File: src/rtl/hazard_scoreboard.sv
// Producer side of the EX/MEM/WB forwarding interface: shadows dest/RegWrite/MemRead
// per stage and raises stall/flush lines for load-use and branch-in-ID hazards.
module hazard_scoreboard #(
  parameter int REG_ADDR = 5,
  parameter int CNT_W    = 16
) (
  input  logic                i_clk,
  input  logic                i_reset,
  input  logic                i_enable,
  input  logic [REG_ADDR-1:0] i_instr_rs_D,
  input  logic [REG_ADDR-1:0] i_instr_rt_D,
  input  logic [REG_ADDR-1:0] i_dest_D,
  input  logic                i_reg_write_D,
  input  logic                i_mem_read_D,
  input  logic                i_branch_D,
  input  logic                i_flush_D,
  output logic [REG_ADDR-1:0] o_instr_rd_E,
  output logic [REG_ADDR-1:0] o_instr_rd_M,
  output logic [REG_ADDR-1:0] o_instr_rd_W,
  output logic                o_reg_write_M,
  output logic                o_reg_write_W,
  output logic                o_stall_F,
  output logic                o_stall_D,
  output logic                o_flush_E,
  output logic [CNT_W-1:0]    o_stall_count
);

  typedef struct packed {
    logic [REG_ADDR-1:0] rd;
    logic                reg_write;
    logic                mem_read;
  } entry_t;

  localparam entry_t BUBBLE = '{rd: {REG_ADDR{1'b0}}, reg_write: 1'b0, mem_read: 1'b0};
  localparam logic [CNT_W-1:0] CNT_MAX = {CNT_W{1'b1}};
  localparam logic [CNT_W-1:0] CNT_ONE = {{(CNT_W-1){1'b0}}, 1'b1};

  entry_t           ent_e_r, ent_m_r, ent_w_r;
  entry_t           next_e_s;
  logic [CNT_W-1:0] stall_cnt_r;
  logic             dep_e_s, dep_m_s;
  logic             load_use_s, branch_hz_s, stall_s;

  // Register 0 is hardwired, so a zero source never depends on anything.
  function automatic logic src_hit(input logic [REG_ADDR-1:0] src,
                                   input logic [REG_ADDR-1:0] rd);
    return (src != {REG_ADDR{1'b0}}) && (src == rd);
  endfunction

  // Hazard detection and the next EX entry, from current ID inputs and E/M shadow.
  always_comb begin
    dep_e_s     = ent_e_r.reg_write &
                  (src_hit(i_instr_rs_D, ent_e_r.rd) | src_hit(i_instr_rt_D, ent_e_r.rd));
    dep_m_s     = ent_m_r.reg_write & ent_m_r.mem_read &
                  (src_hit(i_instr_rs_D, ent_m_r.rd) | src_hit(i_instr_rt_D, ent_m_r.rd));
    load_use_s  = ent_e_r.mem_read & dep_e_s;
    branch_hz_s = i_branch_D & (dep_e_s | dep_m_s);
    stall_s     = (load_use_s | branch_hz_s) & i_enable;
    if (stall_s || i_flush_D) begin
      next_e_s = BUBBLE;
    end else begin
      next_e_s = '{rd: i_dest_D, reg_write: i_reg_write_D, mem_read: i_mem_read_D};
    end
  end

  // Pipeline shadow: E/M/W advance together only when enabled.
  always_ff @(posedge i_clk) begin
    if (i_reset) begin
      ent_e_r <= BUBBLE;
      ent_m_r <= BUBBLE;
      ent_w_r <= BUBBLE;
    end else if (i_enable) begin
      ent_e_r <= next_e_s;
      ent_m_r <= ent_e_r;
      ent_w_r <= ent_m_r;
    end else begin
      ent_e_r <= ent_e_r;
      ent_m_r <= ent_m_r;
      ent_w_r <= ent_w_r;
    end
  end

  // Saturating count of stalled cycles for the debug unit.
  always_ff @(posedge i_clk) begin
    if (i_reset) begin
      stall_cnt_r <= {CNT_W{1'b0}};
    end else if (stall_s && (stall_cnt_r != CNT_MAX)) begin
      stall_cnt_r <= stall_cnt_r + CNT_ONE;
    end else begin
      stall_cnt_r <= stall_cnt_r;
    end
  end

  assign o_instr_rd_E  = ent_e_r.rd;
  assign o_instr_rd_M  = ent_m_r.rd;
  assign o_instr_rd_W  = ent_w_r.rd;
  assign o_reg_write_M = ent_m_r.reg_write;
  assign o_reg_write_W = ent_w_r.reg_write;
  // Stall wins over a branch flush: IF/ID holds and the ID instruction retries.
  assign o_stall_F     = stall_s;
  assign o_stall_D     = stall_s;
  assign o_flush_E     = stall_s;
  assign o_stall_count = stall_cnt_r;

endmodule

File: config.mk
export PLATFORM = sky130hd
export DESIGN_NAME = hazard_scoreboard
export DESIGN_NICKNAME = d
export VERILOG_FILES = /design/src/rtl/hazard_scoreboard.sv
export SDC_FILE = /design/constraint.sdc
export NUM_CORES = 1
export LEC_CHECK = 0
export CORE_MARGIN = 5
export CORE_UTILIZATION = 50
export CTS_BUF_LIST = sky130_fd_sc_hd__clkbuf_16
export CTS_CLUSTER_SIZE = 10
export DETAILED_ROUTE_END_ITERATION = 6
export GPL_TIMING_DRIVEN = 0
export PLACE_DENSITY = 0.95
export SLEW_MARGIN = 20
export SYNTH_ARGS = -nofsm -noshare
export SYNTH_HDL_FRONTEND = slang
export SYNTH_SLANG_ARGS = --single-unit
File: constraint.sdc
create_clock -name i_clk -period 3.97 [get_ports i_clk]
set_input_delay 0.397 -clock i_clk [delete_from_list [all_inputs] [get_ports i_clk]]
set_output_delay 0.397 -clock i_clk [all_outputs]
set_load 0.02 [all_outputs]
-- Yosys cells after proc, flatten, opt, wreduce, memory -nomap -nowiden
Cells that the tools add are included.
- register bits after elaboration: 36
- logic and storage cells: 34
- add/subtract/negate cells: 1
- eq/ne operators: 5
- mux-type cells: 1
- bitwise gates (word level): 10
- reduce and logical (&&, ||, !) cells: 8
- operator list (kind ; count):
    $eq A5 B5 Y1 ; 4
    $add A16 B1 Y16 const B ; 1
    $ne A16 B16 Y1 const B ; 1
    $reduce_bool A5 Y1 ; 2
    $mux W7 ; 1
    $and A1 B1 Y1 ; 6
    $logic_and A1 B1 Y1 ; 5
    $or A1 B1 Y1 ; 4
    $logic_or A1 B1 Y1 ; 1

-- Longest topological paths before layout
Gate-level depths: netlist of the first run.
- word-level depth: 10
- mapped depth: 9
- gate-level depth less buffers: 7

-- Worst setup path before layout of the first run
Ideal clock, no wire load.
- path kind: reg2reg
- start point: register stall_cnt_r[0], in the netlist o_stall_count[0]
- end point: register stall_cnt_r[11], in the netlist o_stall_count[11]
- setup time: 123 ps
- arrival time: 1952 ps
- data required time: 3847 ps
- setup slack: 1895 ps
- stages on the path, launching flop included: 9
- cell sequence: dfxtp_1 -> ha_1 -> nand2_1 -> nor3_2 -> a211oi_2 -> nor2_2 -> buf_6 -> nor4_1 -> mux2_1
- word-level cells in the longest chain between the ends: 2
- elaborated cells on any way between the ends: 3
- classes of those cells: add/sub: 1; eq/ne: 1; reduce/logical: 1
- ends and longest elaborated chain (item ; line ; text):
    start, declared ; 40 ; logic [CNT_W-1:0] stall_cnt_r;
    start signal, assigned ; 86 ; stall_cnt_r <= {CNT_W{1'b0}};
    start signal, assigned ; 88 ; stall_cnt_r <= stall_cnt_r + CNT_ONE;
    start signal, assigned ; 90 ; stall_cnt_r <= stall_cnt_r;
    branches (longest 2 deep; another with $add A16 B1 Y16) ; - ;
Parallel ways; which one is timed is not known.
A chain may end at the register's enable or synchronous reset.

-- Worst setup path in the final report of the first run
- start point: input port i_instr_rs_D[3]
- end point: output port o_stall_F
- word-level cells in the longest chain between the ends: 8
- elaborated cells on any way between the ends: 14
- classes of those cells: eq/ne: 2; bitwise: 9; reduce/logical: 3
- ends and longest elaborated chain (item ; line ; text):
    start, declared ; 10 ; input logic [REG_ADDR-1:0] i_instr_rs_D,
    $eq A5 B5 Y1 or $reduce_bool A5 Y1 (tied branches) ; 47 ; return (src != {REG_ADDR{1'b0}}) && (src == rd);
    $logic_and A1 B1 Y1 ; 47 ;
    $or A1 B1 Y1, on equally long branches ; 53, 55 ;
    $and A1 B1 Y1, on equally long branches ; 52, 54 ;
    $or A1 B1 Y1 ; 57 ; branch_hz_s = i_branch_D & (dep_e_s | dep_m_s);
    $and A1 B1 Y1 ; 57 ;
    $or A1 B1 Y1 * ; 58 ; stall_s = (load_use_s | branch_hz_s) & i_enable;
    $and A1 B1 Y1 * ; 58 ;
    end, declared ; 22 ; output logic o_stall_F,
Mark *: on every way between the ends. The rest lies on a longest branch, timed or not.

==> results.sh, run 1 <==
export IMPL_worst_pin_slew_ns=0.750
export IMPL_irDropWorstVdd_v=0.000236
export IMPL_vias_per_cell=5.60
export IMPL_core_area_um2=3660
export IMPL_fin_crit_ns=3.31
export IMPL_grt_max_degree=12
export IMPL_clk_pin_slew_ns=0.05
export IMPL_slew_violations=0
export IMPL_endpoint_kind="output port"
export IMPL_switchingPower_mw=0.196
export IMPL_postCtsSetupBuffers=0
export IMPL_power_frac_seq_pct=41.4
export IMPL_ys_warn_count=0
export IMPL_crit_required_ns=3.57
export IMPL_yosysUniqueCellTypes=32
export IMPL_drtAntennaViolNets=0
export IMPL_rsz0062_at_grt="no"
export IMPL_postSynthCellCount=215
export IMPL_syn_nets=238
export IMPL_cp_max_fo=10
export IMPL_swShare_pct=21.8
export IMPL_pwr_share_clk_pct=49.1
export IMPL_outcome="finished clean"
export IMPL_cts_hold_buf=0
export IMPL_synth_seq_cells=36
export IMPL_final_setup_tns_ns=0
export IMPL_initialDrtViolationCount=166
export IMPL_power_internal_mw=0.703
export IMPL_syn_avg_cell_area_um2=8.81
export IMPL_hold_ws_ns=0.495
export IMPL_fin_crit_sh_pct=83.5
export IMPL_rows=22
export IMPL_post_cts_resize_count=0
export IMPL_syn_to_final_growth_pct=41.4
export IMPL_avgRoutedWirePerCell_um=15.9
export IMPL_io_pins=58
export IMPL_utilization_pct=73.2
export IMPL_worst_slew_margin_rel_pct=50.0
export IMPL_drt_pre_antenna_iters=5
export IMPL_synth_edf_count=0
export IMPL_antenna_found_initial=0
export IMPL_die_area_um2=5120
export IMPL_clkLatencyLatePin_ns=0.28
export IMPL_finish_net_count=301
export IMPL_cts_buffers=5
export IMPL_drive_gt1_share_pct=10.8
export IMPL_hold_viol=0
export IMPL_vias=1830
export IMPL_p_leak_nw=1.00
export IMPL_grt_first_pass_wirelength_mm=8.46
export IMPL_cts_sinks=36
export IMPL_hpwlAfterDp_mm=3.78
export IMPL_cts_tree="built"
export IMPL_grtUsageTotal_pct=20.4
export IMPL_die_height_um=71.6
export IMPL_setup_violations_final=0
export IMPL_critPathKind="in2out"
export IMPL_die_w_um=71.6
export IMPL_drc=0
export IMPL_ys_flop_type="dfxtp_1"
export IMPL_arrival_ns=2.92
export IMPL_htreeDepth=2
export IMPL_initial_utilization_pct=51.7
export IMPL_startpoint_type="input port"
export IMPL_grt_overflow=0
export IMPL_gp_congestion=0.886
export IMPL_drv_cap=0
export IMPL_combPwrFrac_pct=9.4
export IMPL_grt_pass1_vias=1831
export IMPL_powerDensity_nw_per_um2=336
export IMPL_hold_path_class="reg2reg"
export IMPL_clk_path_buf_depth=2
export IMPL_routed_wl_mm=5.21
export IMPL_diodes=0
export IMPL_yosysSeqAreaShare_pct=38.0
export IMPL_fmax_mhz=302
export IMPL_io_buffers=56
export IMPL_nFillCells=252
export IMPL_synthArstFlopShare_pct=0
export IMPL_root_buffer="clkbuf_16"
export IMPL_fin_skew_ns=0.00502
export IMPL_syn_area_um2=1890
## Yosys cell counts, types with 7 or more instances
cell type | instances | share of area (%)
nand4_1 | 9 | 3.0
nor2_1 | 31 | 6.1
buf_4 | 13 | 5.2
a21oi_1 | 11 | 2.9
nand3_1 | 7 | 1.8
a32oi_1 | 7 | 3.2
xnor2_1 | 8 | 3.7
o21ai_0 | 7 | 1.8
mux2i_1 | 14 | 7.4
dfxtp_1 | 36 | 38
xor2_1 | 15 | 6.9
nand2_1 | 7 | 1.4
## final timing paths
path,start,end,slack (ns),cells after the start
hold / removal,o_instr_rd_W[2],o_instr_rd_W[2],0.49,2
hold reg to reg,o_instr_rd_W[2],o_instr_rd_W[2],0.49,2
setup / recovery,i_instr_rs_D[3],o_stall_F,0.66,9
setup reg to reg,o_stall_count[0],o_stall_count[11],1.63,8
## cell usage in the layout (no fill, tap or decap)
cell / n
clkdlybuf4s50_1: 56
dfxtp_1: 36
nor2_1: 31
xor2_1: 15
mux2i_1: 14
buf_4: 13
a21oi_1: 11
nand4_1: 9
xnor2_1: 8
nand2_1: 7
nand3_1: 7
o21ai_0: 7
a32oi_1: 7
nor3_1: 5
inv_1: 5
or4_1: 5
or3_1: 5
clkbuf_16: 5
clkbuf_1: 4
o31ai_1: 4
nor3_2: 3
buf_1: 2
and4_1: 2
or2_2: 2
a211oi_2: 2
nor2b_1: 2
nor4_1: 2
mux2_1: 2
o211ai_1: 1
nor2_2: 1
buf_6: 1
o221a_2: 1
and3_1: 1
ha_1: 1
bufinv_16: 1
clkinv_2: 1
## layer usage
| layer | part of all wire (%) | vias up | global-route usage [%] |
|---|---|---|---|
| met5 | 0 | - | 0 |
| met4 | 1.7 | 0 | 6.47 |
| met3 | 7.5 | 8 | 5.75 |
| met2 | 49 | 73 | 34.7 |
| met1 | 42 | 865 | 24.8 |
| li1 | - | 884 | - |
## flip-flops by register name (all words and copies together) (netlist names)
register,flops
o_instr_rd_M,5
o_stall_count,16
o_reg_write_W,1
ent_m_r,1
o_instr_rd_E,5
o_instr_rd_W,5
o_reg_write_M,1
ent_e_r,2
## cell families (layout without fill, tap and decap cells)
group	Yosys count	after routing	synth area share, %
buffers and inverters	24	88	7.73
AOI/OAI and AO/OA	33	33	11.9
xor gates and xnor gates	23	23	10.6
adders and majority gates	1	1	0.660
and+or+nand+nor	82	82	22.5
muxes	16	16	8.59
DFF	36	36	38.0
## worst max-delay path, cell delays in order
cell	delay [ns]
clkdlybuf4s50_1	0.55
xor2_1	0.21
nor3_1	0.09
nand4_1	0.15
a21oi_1	0.08
nor2_1	0.56
inv_1	0.17
buf_4	0.17
clkdlybuf4s50_1	0.52
## cell type report
class | instances | area [um2] | area share, %
multi-input combinational | 155 | 1030 | 38.3
sequential | 36 | 721 | 26.9
timing repair buffer | 56 | 561 | 20.9
buffer | 20 | 131 | 4.90
clock buffer | 5 | 125 | 4.67
tap | 48 | 60.1 | 2.24
clock inverter | 3 | 38.8 | 1.45
inverter | 4 | 15.0 | 0.560
## per-stage QoR
step	power, mW	area [um2]	instances	setup WS, ns
2_1_floorplan	0.423	1890	215	1.89
4_1_cts	0.903	2680	327	0.702
3_5_place_dp	0.464	2510	319	0.717
3_3_place_gp	0.460	2510	319	0.824
5_1_grt	0.924	2680	327	0.503
6_report	0.899	2680	327	0.656
## power groups by stage
stage | logic, mW | clock network [mW] | registers (mW)
2_1_floorplan | 0.0430 | 0 | 0.380
3_3_place_gp | 0.0802 | 0 | 0.380
3_5_place_dp | 0.0831 | 0 | 0.380
4_1_cts | 0.0842 | 0.446 | 0.373
5_1_grt | 0.0900 | 0.460 | 0.373
6_report | 0.0847 | 0.442 | 0.373
Power figures use the tool's default switching activity.
==> inputs of run 2 (changes only) <==
CORE_UTILIZATION = 42   (was 50)
PLACE_DENSITY = 0.88   (was 0.95)
clock period = 2.9 ns   (was 3.97 ns; I/O delays follow)
==> run 2 against run 1 <==
Critical path depth unchanged. Design area down 0.28%. Global-route usage down 3.2 points. Sequential cell count unchanged. Non-clock buffer count unchanged. Via count down 1.8%. Die area up 16%. Cell count up 1.2%. Sequential power up 37%. Critical path type unchanged. Largest power group unchanged.
==> results.sh, run 2 (synthesized netlist as in run 1, its figures left out) <==
export IMPL_worst_slew_margin_rel_pct=49.9
export IMPL_slew_violations=0
export IMPL_vias_per_cell=5.43
export IMPL_drc=0
export IMPL_clk_pin_slew_ns=0.06
export IMPL_cts_sinks=36
export IMPL_cts_tree="built"
export IMPL_gp_congestion=0.861
export IMPL_htreeDepth=2
export IMPL_cp_max_fo=10
export IMPL_grt_pass1_vias=1770
export IMPL_die_area_um2=5950
export IMPL_rsz0062_at_grt="no"
export IMPL_drt_pre_antenna_iters=4
export IMPL_syn_to_final_growth_pct=41.0
export IMPL_arrival_ns=2.49
export IMPL_grt_overflow=0
export IMPL_die_w_um=77.2
export IMPL_startpoint_type="input port"
export IMPL_p_leak_nw=0.996
export IMPL_fin_crit_sh_pct=96.0
export IMPL_largest_reg_flops=16
export IMPL_total_power_mw=1.15
export IMPL_drv_cap=0
export IMPL_vias=1797
export IMPL_initialDrtViolationCount=93
export IMPL_endpoint_kind="output port"
export IMPL_finish_net_count=301
export IMPL_io_pins=58
export IMPL_hold_viol=0
export IMPL_critPathKind="in2out"
export IMPL_grt_max_degree=13
export IMPL_hold_path_class="in2reg"
export IMPL_die_height_um=77.2
export IMPL_grtUsageTotal_pct=17.2
export IMPL_r2r_start="o_stall_count[0]"
export IMPL_cp_startpoint="i_instr_rt_D[0]"
export IMPL_avgRoutedWirePerCell_um=15.4
export IMPL_grt_first_pass_wirelength_mm=8.49
export IMPL_fin_crit_ns=2.78
export IMPL_nFillCells=396
export IMPL_worst_pin_slew_ns=0.752
export IMPL_clkLatencyLatePin_ns=0.28
export IMPL_utilization_pct=61.4
export IMPL_crit_required_ns=2.61
export IMPL_pre_cts_ws_ns=-0.0850
export IMPL_cts_hold_buf=0
export IMPL_drtAntennaViolNets=0
export IMPL_final_common_cell="clkdlybuf4s50_1"
export IMPL_cts_buffers=5
export IMPL_irDropWorstVdd_v=0.000313
export IMPL_io_buffers=56
export IMPL_hold_ws_ns=0.454
export IMPL_routed_wl_mm=5.10
export IMPL_multi_input_area_um2=1030
export IMPL_fmax_mhz=359
export IMPL_outcome="finished clean"
export IMPL_fin_skew_ns=0.00664
export IMPL_powerDensity_nw_per_um2=431
export IMPL_hpwlAfterDp_mm=3.65
export IMPL_layout_common_cells="56 x clkdlybuf4s50_1, 36 x dfxtp_1, 30 x nor2_1"
export IMPL_rows=24
export IMPL_root_buffer="clkbuf_16"
export IMPL_drive_gt1_share_pct=11.5
export IMPL_clk_path_buf_depth=2
export IMPL_worstHoldStart="i_enable"
export IMPL_regArea_um2=721
export IMPL_initial_utilization_pct=43.5
export IMPL_final_setup_worst_slack_ns=0.116
export IMPL_setup_violations_final=0
export IMPL_antenna_found_initial=0
export IMPL_diodes=0
export IMPL_core_area_um2=4350
[run 2: cell types whose count changed in the layout (fill, tap and decap cells not counted)]
cell | before | now
bufinv_16 | 1 | 0
clkinv_2 | 1 | 2
clkinv_4 | 0 | 1
inv_1 | 5 | 4
nor2_1 | 31 | 30
nor2_4 | 0 | 1
[run 2: worst max-delay path, stage by stage]
cell and delay, ns:
clkdlybuf4s50_1 0.48, xor2_1 0.17, nor3_1 0.23, nand4_1 0.17, a21oi_1 0.25, nor2_4 0.11
inv_1 0.10, buf_4 0.10, clkdlybuf4s50_1 0.59
[run 2: area by class of cell]
class | instances | area share, %
timing repair buffer | 56 | 21.0
multi-input combinational | 155 | 38.7
clock inverter | 3 | 0.703
buffer | 20 | 4.92
inverter | 4 | 0.562
clock buffer | 5 | 4.68
sequential | 36 | 27.0
tap | 52 | 2.44
[run 2: worst paths after layout]
check | slack [ns] | cells after the start | end
worst max-delay path | 0.12 | 9 | o_stall_D
worst min-delay path | 0.45 | 3 | o_instr_rd_W[4]
worst max register to register | 0.57 | 8 | o_stall_count[9]
worst min register to register | 0.49 | 2 | ent_m_r[0]
[run 2: metrics by stage]
step                      cells  setup TNS (ns)  instance area, um2
after floorplan             215               0                1890
after global placement      323         -0.0780                2520
after detailed placement    323          -0.169                2520
after CTS                   331               0                2670
after global routing        331               0                2670
final                       331               0                2670
[run 2: timing repair]
item | in CTS | in global routing
endpoints found under the setup margin | 2 | 2
gates resized for setup | 1 | 1
buffers inserted | 0 | 0
[run 2: metal layers]
layer | GRT usage [%] | share of wire, %
met4 | 6.36 | 1.2
met5 | 0 | 0
met3 | 3.98 | 6.4
met1 | 22.7 | 48
met2 | 27.3 | 44
[run 2: power by group]
part / switching, mW / internal [mW] / total (mW)
Clock: 0.209 / 0.316 / 0.526
Combinational: 0.0528 / 0.0612 / 0.114
Sequential: 0.00933 / 0.501 / 0.510
==> inputs of run 3 (changes only) <==
CAP_MARGIN = 20   (was default)
==> results of run 3 <==
Final layout, timing and power as in run 2 (identical DEF).
